[src/rtl/cmp_window_stats_pkg.sv]
// Shared definitions for the comparison-statistics block: comparator result
// codes, the two-state window FSM encoding and a code-validity helper.
package cmp_window_stats_pkg;

    // One-hot comparator result codes, op[3:1]
    localparam logic [2:0] CMP_GT = 3'b100;
    localparam logic [2:0] CMP_EQ = 3'b010;
    localparam logic [2:0] CMP_LT = 3'b001;

    // Counter slots: three per-code counters plus the total sample counter
    localparam int NUM_CNT = 4;
    localparam int CNT_GT  = 0;
    localparam int CNT_EQ  = 1;
    localparam int CNT_LT  = 2;
    localparam int CNT_ALL = 3;

    typedef enum logic {
        ST_ACCUM  = 1'b0,
        ST_REPORT = 1'b1
    } state_e;

    // True only for the three legal one-hot codes
    function automatic logic op_is_valid(input logic [2:0] op_code);
        return (op_code == CMP_GT) || (op_code == CMP_EQ) || (op_code == CMP_LT);
    endfunction

endpackage

[src/rtl/cmp_cnt_reg.sv]
// Counter with increment and synchronous clear; clear has priority so a
// window can close on the same cycle its last sample is counted.
module cmp_cnt_reg #(
    parameter int cntWidth = 8
) (
    input  logic                clk,
    input  logic                rst,
    input  logic                inc_i,
    input  logic                clr_i,
    output logic [cntWidth-1:0] cnt_o
);

    logic [cntWidth-1:0] cnt_q;
    logic [cntWidth-1:0] cnt_d;

    // Next count: clear wins over increment
    always_comb begin
        cnt_d = cnt_q;
        if (clr_i) begin
            cnt_d = '0;
        end else if (inc_i) begin
            cnt_d = cnt_q + cntWidth'(1);
        end
    end

    // Count register
    always_ff @(posedge clk or posedge rst) begin
        if (rst) begin
            cnt_q <= '0;
        end else begin
            cnt_q <= cnt_d;
        end
    end

    assign cnt_o = cnt_q;

endmodule

[src/rtl/cmp_window_stats.sv]
// Windowed statistics over comparator results: counts GT/EQ/LT codes and
// samples, optionally tracks the largest winner and smallest loser, and
// presents one held report per window on a valid/ready handshake.
// Optional feature macro: CMP_WINDOW_MINMAX_EN enables extreme tracking;
// without it out_max/out_min are constant zero.
module cmp_window_stats
    import cmp_window_stats_pkg::*;
#(
    parameter int busWidth = 4,
    parameter int winLen   = 16,
    parameter int cntWidth = 8
) (
    input  logic                clk,
    input  logic                rst,
    input  logic                in_valid,
    output logic                in_ready,
    input  logic [busWidth-1:0] a,
    input  logic [busWidth-1:0] b,
    input  logic [3:1]          op,
    input  logic                flush,
    output logic                out_valid,
    input  logic                out_ready,
    output logic [cntWidth-1:0] out_gt,
    output logic [cntWidth-1:0] out_eq,
    output logic [cntWidth-1:0] out_lt,
    output logic [cntWidth-1:0] out_cnt,
    output logic [busWidth-1:0] out_max,
    output logic [busWidth-1:0] out_min,
    output logic                err
);

    state_e              state_q, state_d;
    logic                accept;
    logic                code_ok;
    logic                sample;
    logic                close;
    logic [NUM_CNT-1:0]  inc_vec;
    logic [cntWidth-1:0] cnt_val [NUM_CNT];
    logic [cntWidth-1:0] cnt_res [NUM_CNT];
    logic [cntWidth-1:0] out_gt_q, out_eq_q, out_lt_q, out_cnt_q;
    logic                err_q;

    // Samples are only taken while no report is pending
    assign accept  = in_valid && (state_q == ST_ACCUM);
    assign code_ok = op_is_valid(op);
    assign sample  = accept && code_ok;

    assign inc_vec[CNT_GT]  = sample && (op == CMP_GT);
    assign inc_vec[CNT_EQ]  = sample && (op == CMP_EQ);
    assign inc_vec[CNT_LT]  = sample && (op == CMP_LT);
    assign inc_vec[CNT_ALL] = sample;

    // Window closes on reaching winLen, or on flush with something to report;
    // the count tested already includes this cycle's sample.
    assign close = (state_q == ST_ACCUM) &&
                   ((sample && (cnt_res[CNT_ALL] == cntWidth'(winLen))) ||
                    (flush && (cnt_res[CNT_ALL] != '0)));

    generate
        for (genvar gi = 0; gi < NUM_CNT; gi++) begin : g_cnt
            cmp_cnt_reg #(
                .cntWidth(cntWidth)
            ) u_cnt (
                .clk  (clk),
                .rst  (rst),
                .inc_i(inc_vec[gi]),
                .clr_i(close),
                .cnt_o(cnt_val[gi])
            );
            // Value the counter would hold after this cycle, used for the report
            assign cnt_res[gi] = cnt_val[gi] + cntWidth'(inc_vec[gi]);
        end
    endgenerate

    // Next-state: ACCUM -> REPORT on window close, REPORT -> ACCUM on handshake
    always_comb begin
        state_d = state_q;
        case (state_q)
            ST_ACCUM:  if (close)     state_d = ST_REPORT;
            ST_REPORT: if (out_ready) state_d = ST_ACCUM;
            default:                  state_d = ST_ACCUM;
        endcase
    end

    // State register
    always_ff @(posedge clk or posedge rst) begin
        if (rst) begin
            state_q <= ST_ACCUM;
        end else begin
            state_q <= state_d;
        end
    end

    assign out_valid = (state_q == ST_REPORT);
    assign in_ready  = (state_q == ST_ACCUM);

    // Report count fields capture the closing totals and hold until replaced
    always_ff @(posedge clk or posedge rst) begin
        if (rst) begin
            out_gt_q  <= '0;
            out_eq_q  <= '0;
            out_lt_q  <= '0;
            out_cnt_q <= '0;
        end else if (close) begin
            out_gt_q  <= cnt_res[CNT_GT];
            out_eq_q  <= cnt_res[CNT_EQ];
            out_lt_q  <= cnt_res[CNT_LT];
            out_cnt_q <= cnt_res[CNT_ALL];
        end
    end

    // Sticky error for any accepted non-one-hot code
    always_ff @(posedge clk or posedge rst) begin
        if (rst) begin
            err_q <= 1'b0;
        end else if (accept && !code_ok) begin
            err_q <= 1'b1;
        end
    end

    assign out_gt  = out_gt_q;
    assign out_eq  = out_eq_q;
    assign out_lt  = out_lt_q;
    assign out_cnt = out_cnt_q;
    assign err     = err_q;

`ifdef CMP_WINDOW_MINMAX_EN
    logic [busWidth-1:0] winner, loser;
    logic [busWidth-1:0] max_q, max_d, min_q, min_d;
    logic [busWidth-1:0] max_res, min_res;
    logic [busWidth-1:0] out_max_q, out_min_q;

    // Winner/loser selection and running extremes including this sample
    always_comb begin
        winner  = (op == CMP_LT) ? b : a;
        loser   = (op == CMP_LT) ? a : b;
        max_res = (sample && (winner > max_q)) ? winner : max_q;
        min_res = (sample && (loser < min_q)) ? loser : min_q;
        max_d   = close ? '0 : max_res;
        min_d   = close ? '1 : min_res;
    end

    // Extreme trackers: min starts at all-ones so the first loser always wins
    always_ff @(posedge clk or posedge rst) begin
        if (rst) begin
            max_q     <= '0;
            min_q     <= '1;
            out_max_q <= '0;
            out_min_q <= '0;
        end else begin
            max_q <= max_d;
            min_q <= min_d;
            if (close) begin
                out_max_q <= max_res;
                out_min_q <= min_res;
            end
        end
    end

    assign out_max = out_max_q;
    assign out_min = out_min_q;
`else
    // Operands only feed the extreme trackers, which are absent in this build
    logic unused_operands;
    assign unused_operands = ^{a, b};
    assign out_max = '0;
    assign out_min = '0;
`endif

endmodule

[config.mk]
export PLATFORM = sky130hd
export DESIGN_NAME = cmp_window_stats
export DESIGN_NICKNAME = d
export VERILOG_FILES = /design/src/rtl/cmp_window_stats_pkg.sv /design/src/rtl/cmp_cnt_reg.sv /design/src/rtl/cmp_window_stats.sv
export SDC_FILE = /design/constraint.sdc
export NUM_CORES = 1
export LEC_CHECK = 0
export BUFFER_PORTS_ARGS = -buffer_cell sky130_fd_sc_hd__buf_2
export CAP_MARGIN = 0
export CORE_MARGIN = 4
export CORE_UTILIZATION = 50
export DETAILED_ROUTE_END_ITERATION = 8
export GPL_TIMING_DRIVEN = 0
export PLACE_DENSITY = 0.72
export RECOVER_POWER = 100
export SYNTH_ARGS = -nofsm -noshare
export SYNTH_HDL_FRONTEND = slang
export SYNTH_SLANG_ARGS = --single-unit
[constraint.sdc]
create_clock -name clk -period 3.94 [get_ports clk]
set_input_delay 0.394 -clock clk [delete_from_list [all_inputs] [get_ports clk]]
set_output_delay 0.394 -clock clk [all_outputs]
set_load 0.1 [all_outputs]
==> results.md <==
- Weighted congestion reported at the end of routability-driven placement: 0.8313
- Total power of the final layout: 2.468 mW
- Fin cells: 485
- Setup Buffers After CTS: 0
- Syn avg cell area: 11.19 um2
- Clock skew: around 9.4 ps
- Outcome: complete, but fails checks
- Count of max-cap constraint violations: 1
- Count of hold-fix buffers inserted at cts: 0
- Total of warnings raised by yosys: 0
- Final period utilization: 0.8790
- Routed wire length: about 6500 um
- Antenna Diode Count: 0
- Worst Hold Class: in -> reg
- Placed instance count: 469
- Count of vias placed by the detailed router: 2387
- Number of standard cells after synthesis: around 320
- Share of async-settable or async-resettable flops after synthesis: 1.000
- First drt pass iteration count: 4
- Latest clock arrival within the worst-skew pair: roughly 340 ps
- Power Dens Cells: 600.4 nW/um2
- Synth Register Bits: 66
- Startpoint kind of the worst setup timing path: flop
- Area fraction of the dominant cell type after synthesis: 0.4569
- Fin. Hold Viols: 0
- Static leakage: approximately 1.9 nW
- Synth Flop Type: dfrtp_1
- CTS buffer count: 9
- Critical Path RT: 4160 ps
- Antenna violations before repair: 0
- Highest Clock Rate: 0.2888 GHz
- Number of rows created at floorplan: 30
- Min Tclk post-route: approximately 3500 ps
- Cell variety after synth: 37
- Post-detailed-placement cell area: 4039 um2
- Max-slew headroom at the worst pin: -0.1884
- Endpoint arrival time on the critical path: 3680 ps
- Most common library cell in the layout ignoring fill and taps: dfrtp_1
- Final Slew Violations: 35
- CTS H-Tree Depth: 3
- Mapped cell area: 3615 um2
- M1 GR Usage: 0.2215
- Pin count of the biggest net entering global routing: 35
- DP HPWL: 4618 um
- Leading cell types by total area after synthesis: dfrtp_1, mux2_4, xnor2_1
- Utilization after layout: 0.5951
- Detailed Route Iter0 Violations: approximately 110
- Cell taking the most area after synthesis: dfrtp_1
- Maximum net fanout on the critical path: 10
- Y dimension of the die: 93.03 um
- Global-route wire length before repair: 11640 um
- Global routing usage summed across all routing layers: 0.1703
- Number of placed I/O pins: 59
- Post_cts resized: 0
- Sequential-to-total area share from yosys stat: 0.4569
- Max IR drop VDD: 573.5 uV
- Library cell used as clock root buffer: clkbuf_8
- Area of all placed cells without fillers: between 4000 and 5000 um2
- Buffer levels on the longest clock path: 2
- Die span in x: 93.03 um
- Setup slack of the critical path after layout: 476.8 ps
- Routed Antenna Nets: 0
- Fill cells: 660
- Kind of end point of the critical path: flop
- Initial standard-cell utilization of the core: 0.5234
- Wire per inst: 13.38 um
- Vias/cell: between 4 and 5
- Path type of the worst setup path: reg -> reg
- Violations in the final reports: max-capacitance violations, max-slew violations
- CTS clk-pin slew, worst paths: about 70 ps
- Die area: 8654 um2
- Storage element area: between 1500 and 2000 um2
- Number of enable flip-flop cells after synthesis: 0
- Area of the multi-input gates: 1683 um2
- Pre-CTS WS: roughly 450 ps
- Slew at the pin closest to its max-slew limit: 1783 ps
- Number of I/O port buffers: 42
- Most utilized layer in the global route result: met2
- Final-report setup violation count: 0
- Global route total overflow: 0
- Final routed DRC violation total: 0
- CTS tree: yes
- Fraction of final layout cells with drive strength greater than 1: 0.1465
- Top library cells by usage in the layout, fill and taps aside: dfrtp_1, nor2_1, clkbuf_1
- P&R area growth vs syn: 13.71%
- Via count of the first global-routing pass: 2507
- Grt met3 use: 0.05712
- Clock sink count: 66
- RSZ-0062 raised after global routing: false
- Number of nets at the end of the flow: about 410
- GR met2 Demand/Resource: 0.2681
- Area of the placeable core: 6907 um2
==> worst paths after layout <==
| path | startpoint | end | slack (ps) | depth (start not counted) |
|---|---|---|---|---|
| worst max register to register | out_valid | out_cnt[0] | 480 | 13 |
| worst min-delay path | out_ready | out_valid | 230 | 2 |
| max in group asynchronous | rst | g_cnt[0].u_cnt.cnt_o[2] | 1330 | 3 |
| worst min register to register | err | err | 470 | 1 |
| min in group asynchronous | rst | g_cnt[2].u_cnt.cnt_o[5] | 370 | 2 |
| worst max-delay path | out_valid | out_cnt[0] | 480 | 13 |
==> stage by stage <==
stage               hold slack (ps)  TNS (ps)
global placement              459.7         0
finish                        229.4         0
floorplan                     475.7    -871.9
CTS                           181.0         0
detailed placement            462.0         0
global route                  212.0         0
==> layout make-up <==
class | instances | area share
Clock inverter | 5 | 0.01887
Sequential cell | 66 | 0.4018
Buffer | 29 | 0.05753
Clock buffer | 11 | 0.03440
Tap cell | 96 | 0.02922
Inverter | 8 | 0.007610
Timing Repair Buffer | 43 | 0.04110
Multi-Input combinational cell | 227 | 0.4094
==> Yosys cell counts (2+ instances only) <==
library cell / count
mux2_4: 20
inv_1: 8
mux2_1: 2
a31o_2: 2
xor2_1: 26
nand2_1: 11
nor2_1: 54
clkbuf_1: 12
and3_1: 2
nor4_1: 2
buf_12: 3
or4_1: 2
xnor2_1: 27
a21oi_1: 2
ha_1: 13
nand3_1: 10
dfrtp_1: 66
o21ai_0: 3
buf_4: 8
nor4b_2: 3
nand4_1: 16
buf_6: 5
mux2_2: 6
mux2i_1: 7
==> state kept, by name, summed over array words and instances, names as in the netlist <==
name	cells
out_lt	8
out_cnt	8
err	1
g_cnt.u_cnt.cnt_o	32
out_valid	1
out_eq	8
out_gt	8
==> kinds of logic (layout without fill, tap and decap cells) <==
kind of cell	count (synthesis)	after routing	share of synthesized area
adders and majority gates	13	13	0.04500
DFF	66	66	0.4569
xor gates and xnor gates	53	53	0.1284
AOI/OAI and AO/OA	14	14	0.03116
and+or+nand+nor	104	104	0.1391
other	1	8	0.001037
muxes	35	35	0.1274
buffers and inverters	37	96	0.07096
==> worst max-delay path, cell delays in order, from the launching register on <==
cell and delay (ps):
dfrtp_1 430, clkinvlp_2 220, o2111a_1 180, clkbuf_8 160, ha_4 160, ha_4 230
or4_1 470, o32ai_1 120, nor2_1 120, o41ai_1 330, a21boi_2 240, buf_6 200
buf_12 160, mux2_1 330
==> layer usage <==
layer / routed length (um) / share of wire
met5: 0 / 0
met4: 95 / 0.015
met3: 339 / 0.052
met2: 3056 / 0.47
met1: 3000 / 0.46
==> power breakdown <==
group	internal [mW]	switching, mW	total (mW)
Clock	0.372	0.251	0.623
Combinational	0.310	0.708	1.02
Sequential	0.753	0.0743	0.827
Total	1.43	1.03	2.47
No activity file was read; power rests on OpenSTA's default activity.
